$ cat src/rtl/cpu_axi_pkg.sv
// Shared constants for the AXI read-side bridge: IDs, request encodings,
// AR state encoding and the fixed AR attribute fields.
package cpu_axi_pkg;

    // Default AXI IDs for the two read requesters
    localparam logic [3:0] ID_I_DEF = 4'd0;
    localparam logic [3:0] ID_D_DEF = 4'd1;

    // Icache request type that asks for a full 16-byte line (four words)
    localparam logic [2:0] RD_TYPE_LINE = 3'b100;

    // AR channel state encoding
    localparam logic [0:0] AR_IDLE = 1'b0;
    localparam logic [0:0] AR_SEND = 1'b1;

    // Requester encoding used for last_grant
    localparam logic REQ_I = 1'b0;
    localparam logic REQ_D = 1'b1;

    // Fixed AR attribute fields: INCR bursts, normal access, no cache hints
    localparam logic [1:0] AR_BURST_INCR = 2'b01;
    localparam logic [1:0] AR_LOCK_NONE  = 2'b00;
    localparam logic [3:0] AR_CACHE_NONE = 4'b0000;
    localparam logic [2:0] AR_PROT_NONE  = 3'b000;

    // Word size in AXI arsize encoding
    localparam logic [2:0] AR_SIZE_WORD = 3'd2;

    // Burst length (beats minus one) for an Icache request
    function automatic logic [7:0] icache_arlen(input logic [2:0] rd_type);
        return (rd_type == RD_TYPE_LINE) ? 8'd3 : 8'd0;
    endfunction

endpackage

$ cat src/rtl/rr_arb2.sv
// Two-way round-robin picker. Bit 0 is the Icache, bit 1 the data port.
// On a tie the requester that did not win last time is chosen.
module rr_arb2
    import cpu_axi_pkg::*;
(
    input  logic [1:0] eligible,
    input  logic       last_grant,
    output logic [1:0] grant
);

    // One-hot grant; a tie goes to whoever was not granted last
    always_comb begin
        grant = 2'b00;
        if (eligible == 2'b11) begin
            grant = (last_grant == REQ_D) ? 2'b01 : 2'b10;
        end else begin
            grant = eligible;
        end
    end

endmodule

$ cat src/rtl/axi_rd_arbiter.sv
// Shares one AXI AR/R channel pair between the Icache refill port and the
// data read port. One AR in flight at a time, at most one outstanding read
// per requester, R beats steered back by rid.
module axi_rd_arbiter
    import cpu_axi_pkg::*;
#(
    parameter logic [3:0] ID_I = ID_I_DEF,
    parameter logic [3:0] ID_D = ID_D_DEF
) (
    input  logic        clk,
    input  logic        reset,

    // Icache refill port
    input  logic        icache_rd_req,
    input  logic [2:0]  icache_rd_type,
    input  logic [31:0] icache_rd_addr,
    output logic        icache_rd_rdy,
    output logic        icache_ret_valid,
    output logic        icache_ret_last,
    output logic [31:0] icache_ret_data,

    // Data read port
    input  logic        data_rd_req,
    input  logic [1:0]  data_rd_size,
    input  logic [31:0] data_rd_addr,
    output logic        data_rd_addr_ok,
    output logic        data_rd_data_ok,
    output logic [31:0] data_rd_rdata,

    // AXI read address channel
    output logic [3:0]  arid,
    output logic [31:0] araddr,
    output logic [7:0]  arlen,
    output logic [2:0]  arsize,
    output logic [1:0]  arburst,
    output logic [1:0]  arlock,
    output logic [3:0]  arcache,
    output logic [2:0]  arprot,
    output logic        arvalid,
    input  logic        arready,

    // AXI read data channel
    input  logic [3:0]  rid,
    input  logic [31:0] rdata,
    input  logic        rlast,
    input  logic        rvalid,
    output logic        rready
);

    logic [0:0]  state_q, state_d;
    logic        busy_i_q, busy_i_d;
    logic        busy_d_q, busy_d_d;
    logic        last_grant_q, last_grant_d;
    logic [3:0]  arid_q, arid_d;
    logic [31:0] araddr_q, araddr_d;
    logic [7:0]  arlen_q, arlen_d;
    logic [2:0]  arsize_q, arsize_d;

    logic [1:0]  eligible;
    logic [1:0]  arb_grant;
    logic        grant_i;
    logic        grant_d;
    logic        beat_i;
    logic        beat_d;

    // A requester may only be granted when it has nothing outstanding
    assign eligible = {data_rd_req & ~busy_d_q, icache_rd_req & ~busy_i_q};

    rr_arb2 u_rr_arb2 (
        .eligible   (eligible),
        .last_grant (last_grant_q),
        .grant      (arb_grant)
    );

    // Grants are only honoured while the AR channel is free
    assign grant_i = (state_q == AR_IDLE) & arb_grant[0];
    assign grant_d = (state_q == AR_IDLE) & arb_grant[1];

    // R steering: a beat is delivered only to a requester that is waiting
    assign beat_i = rvalid & (rid == ID_I) & busy_i_q;
    assign beat_d = rvalid & (rid == ID_D) & busy_d_q;

    // Request handshakes and R routing outputs
    always_comb begin
        icache_rd_rdy    = grant_i;
        data_rd_addr_ok  = grant_d;
        icache_ret_valid = beat_i;
        icache_ret_last  = beat_i & rlast;
        icache_ret_data  = rdata;
        data_rd_data_ok  = beat_d;
        data_rd_rdata    = rdata;
        rready           = 1'b1;
    end

    // AR channel outputs come straight from the latched payload
    always_comb begin
        arvalid = (state_q == AR_SEND);
        arid    = arid_q;
        araddr  = araddr_q;
        arlen   = arlen_q;
        arsize  = arsize_q;
        arburst = AR_BURST_INCR;
        arlock  = AR_LOCK_NONE;
        arcache = AR_CACHE_NONE;
        arprot  = AR_PROT_NONE;
    end

    // Next-state: AR FSM, payload latch, busy flags and round-robin history
    always_comb begin
        state_d      = state_q;
        busy_i_d     = busy_i_q;
        busy_d_d     = busy_d_q;
        last_grant_d = last_grant_q;
        arid_d       = arid_q;
        araddr_d     = araddr_q;
        arlen_d      = arlen_q;
        arsize_d     = arsize_q;

        // Final beat frees the requester; a grant in the same cycle wins below
        if (rvalid && rlast && (rid == ID_I)) begin
            busy_i_d = 1'b0;
        end
        if (rvalid && rlast && (rid == ID_D)) begin
            busy_d_d = 1'b0;
        end

        case (state_q)
            AR_IDLE: begin
                if (grant_i) begin
                    arid_d       = ID_I;
                    araddr_d     = icache_rd_addr;
                    arlen_d      = icache_arlen(icache_rd_type);
                    arsize_d     = AR_SIZE_WORD;
                    busy_i_d     = 1'b1;
                    last_grant_d = REQ_I;
                    state_d      = AR_SEND;
                end else if (grant_d) begin
                    arid_d       = ID_D;
                    araddr_d     = data_rd_addr;
                    arlen_d      = 8'd0;
                    arsize_d     = {1'b0, data_rd_size};
                    busy_d_d     = 1'b1;
                    last_grant_d = REQ_D;
                    state_d      = AR_SEND;
                end
            end
            AR_SEND: begin
                if (arready) begin
                    state_d = AR_IDLE;
                end
            end
            default: begin
                state_d = AR_IDLE;
            end
        endcase
    end

    // State registers; last_grant resets to D so the first tie goes to I
    always_ff @(posedge clk) begin
        if (reset) begin
            state_q      <= AR_IDLE;
            busy_i_q     <= 1'b0;
            busy_d_q     <= 1'b0;
            last_grant_q <= REQ_D;
            arid_q       <= 4'd0;
            araddr_q     <= 32'd0;
            arlen_q      <= 8'd0;
            arsize_q     <= 3'd0;
        end else begin
            state_q      <= state_d;
            busy_i_q     <= busy_i_d;
            busy_d_q     <= busy_d_d;
            last_grant_q <= last_grant_d;
            arid_q       <= arid_d;
            araddr_q     <= araddr_d;
            arlen_q      <= arlen_d;
            arsize_q     <= arsize_d;
        end
    end

endmodule

$ cat config.mk
export PLATFORM = sky130hd
export DESIGN_NAME = axi_rd_arbiter
export DESIGN_NICKNAME = d
export VERILOG_FILES = /design/src/rtl/cpu_axi_pkg.sv /design/src/rtl/rr_arb2.sv /design/src/rtl/axi_rd_arbiter.sv
export SDC_FILE = /design/constraint.sdc
export NUM_CORES = 1
export LEC_CHECK = 0
export CAP_MARGIN = 20
export CORE_ASPECT_RATIO = 1.5
export CORE_UTILIZATION = 30
export DETAILED_ROUTE_END_ITERATION = 7
export PLACE_DENSITY = 0.91
export SETUP_SLACK_MARGIN = 0.1
export SLEW_MARGIN = 15
export SYNTH_ARGS = -nofsm -noshare
export SYNTH_HDL_FRONTEND = slang
export SYNTH_SLANG_ARGS = --single-unit
$ cat constraint.sdc
create_clock -name clk -period 1.94 [get_ports clk]
set_input_delay 0.291 -clock clk [delete_from_list [all_inputs] [get_ports clk]]
set_output_delay 0.291 -clock clk [all_outputs]
set_load 0.005 [all_outputs]
Yosys cells after proc, flatten, opt, wreduce, memory -nomap -nowiden --
Index checks and enable logic that the tools add are counted. Widths: inputs -> output; s select.
Word-level totals: register bits 51, word-level logic and storage cells 53, bits of input ports 112, output and inout port bits 129
Operators by class: equality and inequality tests 3, bitwise operators 12, mux-type cells 24, reduce and logical (&&, ||, !) cells 6
Operators by type and width (number):
- $mux 32 | 2
- $mux 8 | 2
- $mux 1 | 12
- $and 1x1->1 | 9
- $mux 4 | 2
- $mux 2 | 3
- $mux 3 | 2
- $eq 4x1->1 const B | 1
- $logic_not 4->1 | 1
- $eq 3x3->1 const B | 1
- $logic_and 1x1->1 | 3
- $not 1->1 | 3
- $eq 2x2->1 const B | 1
- $pmux 1 s2 | 1
- $reduce_and 2->1 | 1
- $reduce_bool 2->1 | 1

Logic depth before layout (Yosys ltp) --
Gate-level depths: netlist of run 1.
word-level depth 8, gate-level depth with buffers 7, depth with buffers taken out 5

Cells and area by module --
A second synthesis of run 1 with hierarchy kept.
Unflattened totals: cell total of the unflattened synthesis 313, area total of the unflattened synthesis 2651.3 sq um
By module, submodules not included:
- axi_rd_arbiter | area each 2632.5 sq um, sequential area each 800.8 sq um, times used 1, cells each 310
- rr_arb2 | area each 18.8 sq um, sequential area each 0.0 sq um, times used 1, cells each 3

Worst setup path before layout of run 1 --
OpenSTA, ideal clock, no wires.
path type flip-flop to flip-flop, start register busy_i_q, end register araddr_q[20] (netlist: araddr[20]), data arrival time 1.374 ns, stages on the path, launching flop included 8, clock period less this slack 1.456 ns, data required time 1.859 ns, setup slack 0.484 ns, buffers on the path 2, library setup time 0.081 ns, cell sequence dfxtp_1 nand2b_1 or3_1 buf_6 clkinv_4 buf_6 a21oi_2 a211oi_2
Between the ends: word-level cells in the longest chain between the ends 7, elaborated cells on any way between the ends 9, classes of those cells 1 x eq/ne; 2 x mux; 4 x bitwise; 2 x reduce/logical
Ends and longest elaborated chain:
- start, declared | line axi_rd_arbiter.sv:51 | logic busy_i_q, busy_i_d;
- start signal, assigned | line axi_rd_arbiter.sv:171 | busy_i_q <= busy_i_d;
- $not 1->1 * | line axi_rd_arbiter.sv:67 | assign eligible = {data_rd_req & ~busy_d_q, icache_rd_req & ~busy_i_q};
- $and 1x1->1 * | line axi_rd_arbiter.sv:67
- $eq 2x2->1 | line rr_arb2.sv:14 | if (eligible == 2'b11) begin
- $mux 2 * | line rr_arb2.sv:14
- $and 1x1->1 * | line axi_rd_arbiter.sv:76 | assign grant_i = (state_q == AR_IDLE) & arb_grant[0];
- net icache_rd_rdy | line axi_rd_arbiter.sv:17 | output logic icache_rd_rdy,
- $reduce_bool 2->1 (no source line)
- $reduce_and 2->1 (no source line)
- end signal, assigned | line axi_rd_arbiter.sv:175 | araddr_q <= araddr_d;
- end, declared | line axi_rd_arbiter.sv:55 | logic [31:0] araddr_q, araddr_d;
The timed path passes the listed nets; every way through them passes the cells marked *. A chain may end at the register's enable or synchronous reset.

Final worst setup path of run 1 --
start input port rid[2], end output port icache_ret_valid
Between the ends: word-level cells in the longest chain between the ends 3
Ends and longest elaborated chain:
- start, declared | line axi_rd_arbiter.sv:43 | input logic [3:0] rid,
- $logic_not 4->1 | line axi_rd_arbiter.sv:80 | assign beat_i = rvalid & (rid == ID_I) & busy_i_q;
- $and 1x1->1 (2 in a row) | line axi_rd_arbiter.sv:80
- end, declared | line axi_rd_arbiter.sv:18 | output logic icache_ret_valid,
No other way between the ends.

==> results of run 1 <==
## flip-flops by register name, indices dropped and copies added (netlist names)
name          cells
araddr           32
arsize            2
arid              1
arlen             1
arvalid           1
busy_d_q          1
busy_i_q          1
last_grant_q      1
## cells in the final DEF (no fill, tap or decap), types with 2 or more instances in the layout
cell	count
clkdlybuf4s50_1	114
dfxtp_1	40
nor2_1	38
nand2_1	33
a21oi_2	28
a211oi_2	28
conb_1	22
buf_4	12
a21oi_1	8
clkbuf_16	5
a211oi_1	4
nand2b_1	3
buf_12	3
nor3_1	2
dlymetal6s2s_1	2
dlygate4sd2_1	2
clkbuf_2	2
## timing repair
item | 4_1_cts | 5_1_grt
endpoints found under the setup margin | 5 | 8
gates resized for setup | 10 | 6
pin swaps | 1 | 1
buffers inserted | 0 | 2
endpoints found under the hold margin | 0 | 0
## worst min-delay path: cells and delay by family, from the launching register on
family,cells,cell delay [ns]
flops,1,0.31
simple gates,2,0.13
## power by group through the flow
stage	logic [mW]	clock network, mW	registers (mW)
finish	1.03	0.928	1.00
global route	1.13	0.998	1.02
CTS	1.05	0.959	1.00
detailed placement	1.04	0	1.02
global placement	1.01	0	1.01
floorplan	0.642	0	1.02
## metal layers
layer | GRT usage (%) | up-vias
met5 | 0 | -
met4 | 13.5 | 0
met3 | 5.19 | 54
met2 | 28.6 | 109
met1 | 15.2 | 1032
li1 | - | 1034
## cell type report
type / count / share of cell area, %
Sequential cell: 40 / 22.0
Multi-Input combinational cell: 180 / 32.3
Tap cell: 107 / 3.67
Timing Repair Buffer: 137 / 37.3
Inverter: 2 / 0.343
Clock buffer: 6 / 3.53
Clock inverter: 2 / 0.961
## cell families (layout without fill, tap and decap cells)
group	Yosys count	after routing	synth area share (%)
other	2	22	0.284
AND/OR/NAND/NOR	83	83	13.0
flip-flops	40	40	30.3
AO/OA/AOI/OAI	75	75	27.1
buffers and inverters	107	147	29.4
## worst paths after layout
check                       endpoint  slack [ns]                    from  cells past startpoint
max                 icache_ret_valid        0.14                  rid[2]                      6
min           arsize[1]$_SDFFE_PP0P_        0.49  arsize[1]$_SDFFE_PP0P_                      2
max reg2reg  araddr[30]$_SDFFE_PP0P_        0.28     busy_i_q$_SDFF_PP0_                      6
min reg2reg   arsize[1]$_SDFFE_PP0P_        0.49  arsize[1]$_SDFFE_PP0P_                      2
## per-stage QoR
step                cell area, um2  TNS, ns  setup WS [ns]  util [%]
floorplan                     2720        0          0.484         -
global placement              3450    -3.60         -0.233      40.8
detailed placement            3450    -5.24         -0.252      40.8
CTS                           3630        0         0.0709      42.9
global route                  3650        0         0.0878      43.1
finish                        3650        0          0.135      43.1
==> load_flow_metrics.sql, run 1 <==
INSERT INTO impl_metrics (metric_group, metric, value, unit) VALUES
('run_status', 'run_status', 'finished clean', ''),
('sta', 'grt_setup_unrepaired', 'true', ''),
('sta', 'max_slew_margin', '60.0', '%'),
('logic_synthesis', 'async_flop_share', '0', '%'),
('grt', 'number_of_global_route_vias_before_repair', '2339', ''),
('place', 'total_placed_cells_including_tap_cells', '464', ''),
('route', 'detail_route.iter0.violations', '61', ''),
('clocking', 'cts-root-to-sink-buffers', '2', ''),
('logic_synthesis', 'synth_top_area_share', '30.3', '%'),
('logic_synthesis', 'syn_area_per_cell', '8.62', 'um2'),
('power', 'seqPwrFrac', '33.8', '%'),
('route', 'num_vias', '2229', ''),
('die', 'dieArea', '9200', 'um2'),
('die', 'initial_util', '31.2', '%'),
('clocking', 'cts_hold_repair.buffers', '0', ''),
('critical_path', 'critical_path.n_buffers_inverters', '4', ''),
('cells_and_area', 'ff_latch_area', '801', 'um2'),
('logic_synthesis', 'synth_area_leader_cell', 'dfxtp_1', ''),
('route', 'm1WireLength', '2.40', 'mm'),
('sta', 'worst_pin_slew', '0.600', 'ns'),
('logic_synthesis', 'synth-edff-count', '0', ''),
('critical_path', 'critical-path-top-delay-family', 'buffers and inverters', ''),
('cells_and_area', 'ratio_of_cells_with_drive_above_1_in_the_final_layout', '24.0', '%'),
('cells_and_area', 'area_delta_synth_final', '37.9', '%'),
('grt', 'gr-usage-all-layers', '16.2', '%'),
('logic_synthesis', 'ys_dominant_reg_cell', 'dfxtp_1', ''),
('clocking', 'ctsRootBufferMaster', 'clkbuf_16', ''),
('logic_synthesis', 'synth_warnings', '0', ''),
('power', 'power_report.internal_total', '2.10', 'mW'),
('sta', 'timing.final.hold_violations', '0', ''),
('route', 'dr.pass1.iters', '4', ''),
('grt', 'antenna_found_initial', '0', ''),
('route', 'maxUsedRoutingLayer', 'met4', ''),
('sta', 'finalSetupViolCount', '0', ''),
('critical_path', 'critical-path-top-cell-by-count', 'buf_4', ''),
('critical_path', 'critical_path.max_fanout', '3', ''),
('route', 'met2WireLength', '3.70', 'mm'),
('job', 'drv_cap', '0', ''),
('die', 'fp-row-count', '41', ''),
('power', 'power_per_cell_area', '813', 'nW/um2'),
('place', 'hpwlAfterDp', '5.42', 'mm'),
('logic_synthesis', 'synthesis.area', '2650', 'um2'),
('cells_and_area', 'multiInputGateArea', '1180', 'um2'),
('logic_synthesis', 'synth_commonest_cells', '87 x buf_4, 40 x dfxtp_1, 38 x nor2_1', ''),
('logic_synthesis', 'post-synth-top-count-cell', 'buf_4', ''),
('power', 'irDropWorstVdd', '0.000512', 'V'),
('grt', 'grt_start_max_net_pins', '34', ''),
('power', 'static-leakage-power', '1.42', 'nW'),
('route', 'met3RoutedLength', '698', 'um'),
('clocking', 'clkLatencyLatePin', '0.28', 'ns'),
('die', 'core_box_area', '8460', 'um2'),
('route', 'drc_errors', '0', ''),
('sta', 'whs', '0.490', 'ns'),
('power', 'netSwitchingFraction', '29.1', '%'),
('clocking', 'cts_made_buffers', '5', ''),
('route', 'viasPerCell', '4.70', ''),
('power', 'total_power', '2.96', 'mW'),
('critical_path', 'path_cells', 'clkdlybuf4s50_1, nor4b_2, buf_4, buf_4, nor3b_2, clkbuf_2', ''),
('critical_path', 'worstSetupStartpointType', 'primary input', ''),
('clocking', 'clk_transition_reported_paths', '0.06', 'ns'),
('cells_and_area', 'antenna_cells_inserted', '0', ''),
('power', 'power_frac_comb', '34.9', '%'),
('logic_synthesis', 'synth-seq-cells', '40', ''),
('critical_path', 'cp-end-kind', 'output port', ''),
('logic_synthesis', 'syn_inst', '307', ''),
('grt', 'gr-total-overflow', '0', ''),
('critical_path', 'worst_ep_arrival_time', '1.51', 'ns'),
('logic_synthesis', 'synth.lib_cells_used.distinct', '30', ''),
('place', 'portBuffers', '122', ''),
('sta', 'fin_worst_skew', '0.00435', 'ns'),
('sta', 'report.final.slew_viol_count', '0', '');
(Power assumes the default switching activity.)
==> run 2, diff against run 1 <==
- CORE_UTILIZATION: 30 -> 31
- PLACE_DENSITY: 0.91 -> 0.93
==> load_flow_metrics.sql, run 2 (synthesis results as in run 1) <==
INSERT INTO impl_metrics (metric_group, metric, value, unit) VALUES
('run_status', 'run_status', 'finished clean', ''),
('power', 'static-leakage-power', '1.46', 'nW'),
('route', 'route.detailed.wl_per_inst', '17.1', 'um'),
('sta', 'fin_tns_setup', '0', 'ns'),
('grt', 'grt_start_max_net_pins', '34', ''),
('cells_and_area', 'layout.nets', '481', ''),
('sta', 'post-route-period-util', '90.1', '%'),
('sta', 'period_minus_slack', '1.75', 'ns'),
('sta', 'achievable-frequency', '572', 'MHz'),
('grt', 'gr-usage-all-layers', '17.7', '%'),
('cells_and_area', 'most-common-layout-cells', '111 x clkdlybuf4s50_1, 40 x dfxtp_1, 38 x nor2_1', ''),
('critical_path', 'rr_startpoint', 'busy_i_q$_SDFF_PP0_', ''),
('worst_hold_path', 'hold_path_end', 'arsize[0]$_SDFFE_PP0P_', ''),
('cells_and_area', 'antenna_cells_inserted', '0', ''),
('critical_path', 'critical-path-top-delay-family', 'buffers and inverters', ''),
('place', 'hpwlAfterDp', '6.17', 'mm'),
('worst_hold_path', 'timing.hold.worst.start', 'reset', ''),
('critical_path', 'critical_path.max_fanout', '12', ''),
('cells_and_area', 'postLayoutCoreUtil', '45.4', '%'),
('grt', 'gr-total-overflow', '0', ''),
('cells_and_area', 'most_common_library_cell_in_the_layout_ignoring_fill_and_taps', 'clkdlybuf4s50_1', ''),
('critical_path', 'worstRegToRegCells', '7', ''),
('cells_and_area', 'multiInputGateArea', '1190', 'um2'),
('place', 'total_placed_cells_including_tap_cells', '464', ''),
('clocking', 'clkLatencyLatePin', '0.28', 'ns'),
('clocking', 'ctsRootBufferMaster', 'clkbuf_16', ''),
('die', 'die-height', '115', 'um'),
('worst_hold_path', 'hold_path_depth', '2', ''),
('sta', 'layout_setup_ws', '0.192', 'ns'),
('critical_path', 'worst-setup-path-type', 'in -> reg', ''),
('die', 'die_width', '77.4', 'um'),
('critical_path', 'worst_r2r_endpoint', 'araddr[14]$_SDFFE_PP0P_', ''),
('grt', 'number_of_global_route_vias_before_repair', '2379', ''),
('sta', 'timing.final.hold_violations', '0', ''),
('route', 'postRouteAntennaNets', '0', ''),
('sta', 'report.final.slew_viol_count', '0', ''),
('job', 'drv_cap', '0', ''),
('place', 'pre_cts_slack', '-0.268', 'ns'),
('place', 'placed_cell_area', '3470', 'um2'),
('clocking', 'ctsHtreeMaxLevel', '2', ''),
('cells_and_area', 'largest_reg_flops', '32', ''),
('power', 'power_per_cell_area', '815', 'nW/um2'),
('cells_and_area', 'ff_latch_area', '801', 'um2'),
('cells_and_area', 'area_delta_synth_final', '39.9', '%'),
('die', 'core_box_area', '8160', 'um2'),
('route', 'drc_errors', '0', ''),
('cells_and_area', 'nFillCells', '784', ''),
('place', 'portBuffers', '122', ''),
('critical_path', 'critical_path.n_buffers_inverters', '4', ''),
('die', 'initial_util', '32.4', '%'),
('sta', 'grt_setup_unrepaired', 'false', ''),
('grt', 'grt_first_pass_wirelength', '12.0', 'mm'),
('worst_hold_path', 'timing.hold.worst.class', 'in -> reg', ''),
('clocking', 'cts_made_buffers', '5', ''),
('critical_path', 'worstSetupStartpointType', 'primary input', ''),
('clocking', 'cts-root-to-sink-buffers', '2', ''),
('critical_path', 'cp-end-kind', 'flip-flop', ''),
('grt', 'antenna_found_initial', '0', ''),
('critical_path', 'rrSetupSlack', '0.31', 'ns'),
('clocking', 'tritoncts', 'done', ''),
('cells_and_area', 'ratio_of_cells_with_drive_above_1_in_the_final_layout', '25.9', '%'),
('cells_and_area', 'design_area', '3700', 'um2'),
('sta', 'fin_worst_skew', '0.00384', 'ns'),
('critical_path', 'cp_slowest_stage_delay', '0.42', 'ns'),
('sta', 'worst_pin_slew', '0.506', 'ns'),
('critical_path', 'critical-path-slowest-cell', 'clkdlybuf4s50_1', ''),
('cells_and_area', 'fin_cells', '475', ''),
('sta', 'finalSetupViolCount', '0', ''),
('clocking', 'clk_transition_reported_paths', '0.06', 'ns'),
('route', 'wl', '8.12', 'mm'),
('sta', 'max_slew_margin', '66.3', '%'),
('die', 'boundaryPins', '241', ''),
('die', 'fp-row-count', '40', ''),
('power', 'irDropWorstVdd', '0.000421', 'V'),
('route', 'viasPerCell', '4.75', ''),
('die', 'dieArea', '8910', 'um2'),
('critical_path', 'cp_data_required_time', '2.13', 'ns'),
('route', 'detail_route.iter0.violations', '69', ''),
('critical_path', 'worst_ep_arrival_time', '1.94', 'ns'),
('route', 'dr.pass1.iters', '4', ''),
('clocking', 'clock_sink_count', '40', ''),
('place', 'gpl.final_weighted_congestion', '0.736', ''),
('route', 'num_vias', '2257', ''),
('critical_path', 'path_cells', 'clkdlybuf4s50_1, nor3b_1, or3_4, clkinv_4, buf_4, buf_12, a21oi_2, a211oi_2', '');
run 2: cell types whose count changed in the layout (fill, tap and decap cells not counted), sizes merged:
| cell | delta |
|---|---|
| clkbuf | -1 |
| clkinvlp | +1 |
| dlygate4sd2 | +1 |
| clkdlybuf4s15 | -1 |
| clkdlybuf4s50 | -3 |
| dlymetal6s2s | +1 |
| buf | +5 |
run 2: worst max-delay path by stage:
stage                              startpoint                 endpoint  slack (ns)  depth (start not counted)
after floorplan           busy_i_q$_SDFF_PP0_  araddr[20]$_SDFFE_PP0P_        0.48                          7
after global placement                 rid[1]          icache_ret_last       -0.23                          6
after detailed placement               rid[1]         icache_ret_valid       -0.27                          5
after CTS                              rid[1]          icache_ret_last        0.11                          7
after global routing              data_rd_req  araddr[29]$_SDFFE_PP0P_        0.11                          6
final                             data_rd_req  araddr[14]$_SDFFE_PP0P_        0.19                          8
run 2: final cells by class:
class	instances	share of cell area, %
timing repair buffer	140	37.7
multi-input combinational	180	32.3
sequential	40	21.6
tap	105	3.55
clock buffer	5	3.38
clock inverter	3	1.15
inverter	2	0.338
run 2: timing repair:
action / 4_1_cts / 5_1_grt
gates resized for setup: 21 / 8
pin swaps: 1 / 2
cloned: 0 / 1
hold buffers: 0 / 0
endpoints found under the setup margin: 5 / 5
buffers inserted: 2 / 0
run 2: where the power goes:
part / total, mW / internal (mW) / switching [mW]
logic: 1.07 / 0.577 / 0.497
clock network: 0.941 / 0.604 / 0.337
registers: 0.999 / 0.937 / 0.0627
run 2: per-layer routing:
layer,vias up,global-route usage [%],wire length [um]
met2,117,32.7,4240
met1,1058,15.9,2660
met3,44,7.22,884
met5,-,0,0
met4,0,11.1,338
li1,1038,-,-
run 2: worst reg2reg max path, delay by kind of cell (launching register included):
kind | cells | cell delay (ns)
AND/OR/NAND/NOR | 2 | 0.53
buffers and inverters | 3 | 0.38
flip-flops | 1 | 0.32
AO/OA/AOI/OAI | 2 | 0.31
run 2: stage by stage:
| step | power, mW | hold WS, ns |
|---|---|---|
| after floorplan | 1.66 | 0.432 |
| after global placement | 2.04 | 0.474 |
| after detailed placement | 2.08 | 0.482 |
| after CTS | 3.04 | 0.451 |
| after global routing | 3.17 | 0.480 |
| final | 3.01 | 0.456 |
